## src/rtl/fnd_scan_controller.sv

```systemverilog
// Time-multiplexed N-digit 7-segment scan driver with frame-synchronous shadow update.
// Optional leading-zero blanking is built when FND_LZB_EN is defined.
module fnd_scan_controller #(
  parameter int NUM_DIGITS = 4,
  parameter int CLK_HZ     = 100_000_000,
  parameter int SCAN_HZ    = 1_000,
  parameter int ACTIVE_LOW = 1
) (
  input  logic                    i_clk,
  input  logic                    i_reset,
  input  logic                    i_en,
  input  logic [4*NUM_DIGITS-1:0] i_value,
  input  logic [NUM_DIGITS-1:0]   i_dp,
  input  logic                    i_load,
  output logic [NUM_DIGITS-1:0]   o_digit,
  output logic [7:0]              o_font,
  output logic                    o_frame_tick
);

  localparam int DIV   = CLK_HZ / SCAN_HZ;
  localparam int PRE_W = (DIV > 1) ? $clog2(DIV) : 1;
  localparam int IDX_W = (NUM_DIGITS > 1) ? $clog2(NUM_DIGITS) : 1;
  localparam bit INV   = (ACTIVE_LOW != 0);

  localparam logic [PRE_W-1:0]      PRE_LAST  = PRE_W'(DIV - 1);
  localparam logic [IDX_W-1:0]      IDX_LAST  = IDX_W'(NUM_DIGITS - 1);
  localparam logic [NUM_DIGITS-1:0] DIGIT_ONE = {{(NUM_DIGITS-1){1'b0}}, 1'b1};
  localparam logic [NUM_DIGITS-1:0] DIGIT_OFF = INV ? {NUM_DIGITS{1'b1}} : {NUM_DIGITS{1'b0}};
  localparam logic [7:0]            FONT_OFF  = INV ? 8'hFF : 8'h00;

  // Segment pattern {g,f,e,d,c,b,a}, 1 = segment lit.
  function automatic logic [6:0] hex_to_seg(input logic [3:0] nib);
    case (nib)
      4'h0:    hex_to_seg = 7'h3F;
      4'h1:    hex_to_seg = 7'h06;
      4'h2:    hex_to_seg = 7'h5B;
      4'h3:    hex_to_seg = 7'h4F;
      4'h4:    hex_to_seg = 7'h66;
      4'h5:    hex_to_seg = 7'h6D;
      4'h6:    hex_to_seg = 7'h7D;
      4'h7:    hex_to_seg = 7'h07;
      4'h8:    hex_to_seg = 7'h7F;
      4'h9:    hex_to_seg = 7'h6F;
      4'hA:    hex_to_seg = 7'h77;
      4'hB:    hex_to_seg = 7'h7C;
      4'hC:    hex_to_seg = 7'h39;
      4'hD:    hex_to_seg = 7'h5E;
      4'hE:    hex_to_seg = 7'h79;
      4'hF:    hex_to_seg = 7'h71;
      default: hex_to_seg = 7'h00;
    endcase
  endfunction

  logic [PRE_W-1:0]        pre_r;
  logic [IDX_W-1:0]        idx_r;
  logic [4*NUM_DIGITS-1:0] stage_val_r;
  logic [NUM_DIGITS-1:0]   stage_dp_r;
  logic                    pending_r;
  logic [4*NUM_DIGITS-1:0] shadow_val_r;
  logic [NUM_DIGITS-1:0]   shadow_dp_r;
  logic [NUM_DIGITS-1:0]   digit_r;
  logic [7:0]              font_r;
  logic                    frame_tick_r;

  logic                    tick_s;
  logic                    wrap_s;
  logic [3:0]              nib_s;
  logic                    dp_s;
  logic                    blank_s;
  logic [7:0]              font_hi_s;
  logic [NUM_DIGITS-1:0]   digit_hi_s;

  assign tick_s = i_en & (pre_r == PRE_LAST);
  assign wrap_s = tick_s & (idx_r == IDX_LAST);

`ifdef FND_LZB_EN
  logic [NUM_DIGITS-1:0] blank_mask_s;

  // Leading-zero mask: stays set from the top digit down until a non-zero nibble or lit dp.
  always_comb begin
    logic lead;
    lead = 1'b1;
    blank_mask_s = {NUM_DIGITS{1'b0}};
    for (int i = NUM_DIGITS - 1; i > 0; i--) begin
      lead = lead & (shadow_val_r[4*i +: 4] == 4'h0) & ~shadow_dp_r[i];
      blank_mask_s[i] = lead;
    end
  end

  assign blank_s = blank_mask_s[idx_r];
`else
  assign blank_s = 1'b0;
`endif

  // Select the current digit's nibble/dp and build active-high font and select.
  always_comb begin
    nib_s      = shadow_val_r[4*int'(idx_r) +: 4];
    dp_s       = shadow_dp_r[idx_r];
    digit_hi_s = DIGIT_ONE << idx_r;
    if (blank_s) begin
      font_hi_s = 8'h00;
    end else begin
      font_hi_s = {dp_s, hex_to_seg(nib_s)};
    end
  end

  // Prescaler, scan index, staging/shadow handshake and registered pin outputs.
  always_ff @(posedge i_clk) begin
    if (i_reset) begin
      pre_r        <= {PRE_W{1'b0}};
      idx_r        <= {IDX_W{1'b0}};
      stage_val_r  <= {(4*NUM_DIGITS){1'b0}};
      stage_dp_r   <= {NUM_DIGITS{1'b0}};
      pending_r    <= 1'b0;
      shadow_val_r <= {(4*NUM_DIGITS){1'b0}};
      shadow_dp_r  <= {NUM_DIGITS{1'b0}};
      digit_r      <= DIGIT_OFF;
      font_r       <= FONT_OFF;
      frame_tick_r <= 1'b0;
    end else begin
      if (i_load) begin
        stage_val_r <= i_value;
        stage_dp_r  <= i_dp;
      end
      // A load on the commit edge keeps pending set for the following frame.
      pending_r <= i_load | (pending_r & ~wrap_s);
      if (wrap_s && pending_r) begin
        shadow_val_r <= stage_val_r;
        shadow_dp_r  <= stage_dp_r;
      end

      if (!i_en) begin
        pre_r        <= {PRE_W{1'b0}};
        idx_r        <= {IDX_W{1'b0}};
        digit_r      <= DIGIT_OFF;
        font_r       <= FONT_OFF;
        frame_tick_r <= 1'b0;
      end else begin
        if (tick_s) begin
          pre_r <= {PRE_W{1'b0}};
          idx_r <= wrap_s ? {IDX_W{1'b0}} : idx_r + IDX_W'(1);
        end else begin
          pre_r <= pre_r + PRE_W'(1);
        end
        digit_r      <= INV ? ~digit_hi_s : digit_hi_s;
        font_r       <= INV ? ~font_hi_s : font_hi_s;
        frame_tick_r <= wrap_s;
      end
    end
  end

  assign o_digit      = digit_r;
  assign o_font       = font_r;
  assign o_frame_tick = frame_tick_r;

endmodule

```

## config.mk

```make
export PLATFORM = sky130hd
export DESIGN_NAME = fnd_scan_controller
export DESIGN_NICKNAME = d
export VERILOG_FILES = /design/src/rtl/fnd_scan_controller.sv
export SDC_FILE = /design/constraint.sdc
export NUM_CORES = 1
export LEC_CHECK = 0
export CORE_AREA = 2 2 123 65
export DETAILED_ROUTE_END_ITERATION = 12
export DIE_AREA = 0 0 125 67
export GPL_TIMING_DRIVEN = 0
export PLACE_DENSITY = 0.61
export SETUP_SLACK_MARGIN = 0.4
export SLEW_MARGIN = 15
export SYNTH_ARGS = -nofsm -noshare
export SYNTH_HDL_FRONTEND = slang
export SYNTH_SLANG_ARGS = --single-unit
```

## constraint.sdc

```tcl
create_clock -name i_clk -period 3.7 [get_ports i_clk]
set_input_delay 0.74 -clock i_clk [delete_from_list [all_inputs] [get_ports i_clk]]
set_output_delay 0.74 -clock i_clk [all_outputs]
set_load 0.01 [all_outputs]
```

==> results.ini <==
[status]
status=complete, no violations

[timing]
slew-limit-headroom_pct=54.9
setup-violations-final=0
post-route-period-util_pct=64.7
grt_setup_unrepaired=no
layout_setup_ws_ns=1.31
fin_hold_ws_ns=0.468
tightest_slew_ns=0.677
report.final.slew_viol_count=0
tns_ns=0
hold_viol_final=0
skew_ns=0.00468
period_minus_slack_ns=2.39
max_freq_ghz=0.418

[clocking]
clk_path_buf_depth=2
cts-htree-levels=3
clock-root-buffer=clkbuf_16
post-cts-setup-buffer-count=0
cts_inserted_buffers=9
cts_tree=built
clock-sinks=73
clk_latency_ns=0.34
clkSlewWorstSetupHoldPaths_ns=0.05
postCtsResizedCells=0
hold_buffers=0

[power_and_ir_drop]
p_leak_nw=1.40
ir_worst_vdd_v=0.000212
power_mw=1.68
power_density_nw_per_um2=429

[placement]
place.detailed.hpwl_mm=4.62
place.gp.congestion=0.827
port_buffers=34
dp_slack_ns=1.07

[setup_path]
worst_ep_required_time_ns=3.89
critPathKind=register to register
arrival_ns=2.59
crit_fanout=8
setup.worst_path.start_class=register
critPathCaptureType=register

[detailed_routing]
routed_wirelength_mm=6.36
drt.antenna.violating_nets=0
post_drt_wl_per_cell_um=13.6
routed-via-count=2373
first_pass_iters=4
viasPerCell=5.07
drt_iter0_drc=151
drc=0

[worst_hold_path]
holdCritPathClass=register to register

[synth]
synthAdderAreaFrac_pct=4.30
synth_cells=326
synth_edf_count=0
yosys.area_share.simple_pct=22.5
synth_xor_area_share_pct=3.55
ys_warn_count=0
synth-compound-area-share_pct=4.33
synth-main-ff-cell=dfxtp_1
synth_mux_area_share_pct=16.0
synth_top_family_by_area=simple AND/OR/NAND/NOR gates
synth-seq-cells=73
synth_cell_types=36
seq_area_frac_synth_pct=45.6
netlist_area_sq_um=3200
async_flop_share_pct=0
syn_nets=361
syn_area_per_cell_sq_um=9.83

[cells_and_area]
post-route-util_pct=54.4
layout-drive-gt1-share_pct=6.72
area_growth_pct=22.4
antenna_cells=0
fill_cells=658
layout.nets=406

[die]
io_pins=37
die_w_um=125
die-area_sq_um=8380
core_area_sq_um=7210
fp-row-count=22
die_y_um=67
start_util_pct=44.4

[run]
cap_violations=0

[global_route]
grt_pass1_wl_mm=10.4
grt_pass1_vias=2296
grt_max_degree=11
globalRouteOverflowTotal=0
grt_antenna_before_repair=0
grt_use_total_pct=16.1

logic make-up after synthesis:
group	count (synthesis)
flops	73
simple gates	134
fa+ha+maj	11
xor+xnor	13
compound gates	23
mux	45
buf+inv	27
critical path, stage by stage (launching register included):
cell and delay, ns:
dfxtp_1 0.36, buf_2 0.26, mux4_2 0.60, ha_1 0.27, nor2b_1 0.16, a2111oi_0 0.52, a31oi_1 0.08
metal layers:
| layer | GRT usage [%] | part of all wire (%) |
|---|---|---|
| met5 | 0 | 0 |
| met4 | 8.75 | 1.8 |
| met3 | 5.14 | 4.9 |
| met2 | 27.1 | 45 |
| met1 | 18.7 | 48 |
flip-flops by register name, summed over array words and instances (netlist names):
signal / count
pre_r: 17
shadow_val_r: 16
stage_val_r: 16
o_font: 8
o_digit: 4
shadow_dp_r: 4
stage_dp_r: 4
idx_r: 2
o_frame_tick: 1
pending_r: 1
layout make-up:
cell class | count | area (sq um) | share of cell area [%]
Timing Repair Buffer | 34 | 340 | 8.68
Inverter | 8 | 30.0 | 0.766
Sequential cell | 73 | 1460 | 37.3
Clock inverter | 1 | 5.00 | 0.128
Buffer | 19 | 90.1 | 2.30
Multi-Input combinational cell | 226 | 1620 | 41.4
Tap cell | 96 | 120 | 3.06
Clock buffer | 11 | 253 | 6.44
cells in the mapped netlist, drive strengths merged, types with 3 or more instances:
| cell | n | area share [%] |
|---|---|---|
| a31oi | 3 | 0.59 |
| o21ai | 7 | 1.2 |
| mux4 | 5 | 3.5 |
| nand2 | 15 | 1.8 |
| ha | 11 | 4.3 |
| nand4 | 5 | 0.98 |
| a21oi | 8 | 1.2 |
| buf | 5 | 1.2 |
| or3 | 4 | 0.78 |
| nor2 | 40 | 4.7 |
| nor4 | 4 | 0.78 |
| mux2i | 40 | 12 |
| nand3 | 6 | 0.94 |
| xnor2 | 5 | 1.4 |
| nor3 | 4 | 0.98 |
| xor2 | 8 | 2.2 |
| and4 | 3 | 0.82 |
| nor2b | 3 | 0.59 |
| inv | 8 | 0.94 |
| nand2b | 41 | 8.0 |
| clkbuf | 14 | 1.6 |
| dfxtp | 73 | 46 |
worst paths after layout:
check                   end      from  depth (start not counted)  slack [ns]
hold reg to reg    pre_r[0]  pre_r[0]                          1        0.47
hold / removal     pre_r[0]  pre_r[0]                          1        0.47
setup reg to reg  o_font[3]  idx_r[0]                          6        1.31
setup / recovery  o_font[3]  idx_r[0]                          6        1.31
placed cells by master, fill, tap and decap left out, types with 4 or more instances in the layout:
cell | Yosys | routed
dfxtp_1 | 73 | 73
nand4_1 | 5 | 5
ha_1 | 11 | 11
nor4_1 | 4 | 4
o21ai_0 | 6 | 6
nand3_1 | 6 | 6
nand2_1 | 15 | 15
nand2b_1 | 41 | 41
mux4_2 | 5 | 5
mux2i_1 | 40 | 40
xor2_1 | 8 | 8
or3_1 | 4 | 4
clkbuf_1 | 14 | 14
inv_1 | 8 | 8
xnor2_1 | 5 | 5
clkbuf_16 | 0 | 9
a21oi_1 | 8 | 8
clkdlybuf4s50_1 | 0 | 34
nor2_1 | 40 | 40
power by group:
part | switching [mW] | internal (mW)
Clock | 0.300 | 0.473
Sequential | 0.00971 | 0.806
Combinational | 0.0402 | 0.0530
stage by stage:
| stage | cell area, sq um | std cells |
|---|---|---|
| 6_report | 3920 | 468 |
| 5_1_grt | 3920 | 468 |
| 4_1_cts | 3920 | 468 |
| 3_5_place_dp | 3660 | 456 |
| 3_3_place_gp | 3660 | 456 |
| 2_1_floorplan | 3200 | 326 |
No activity file was read; power rests on OpenSTA's default activity.
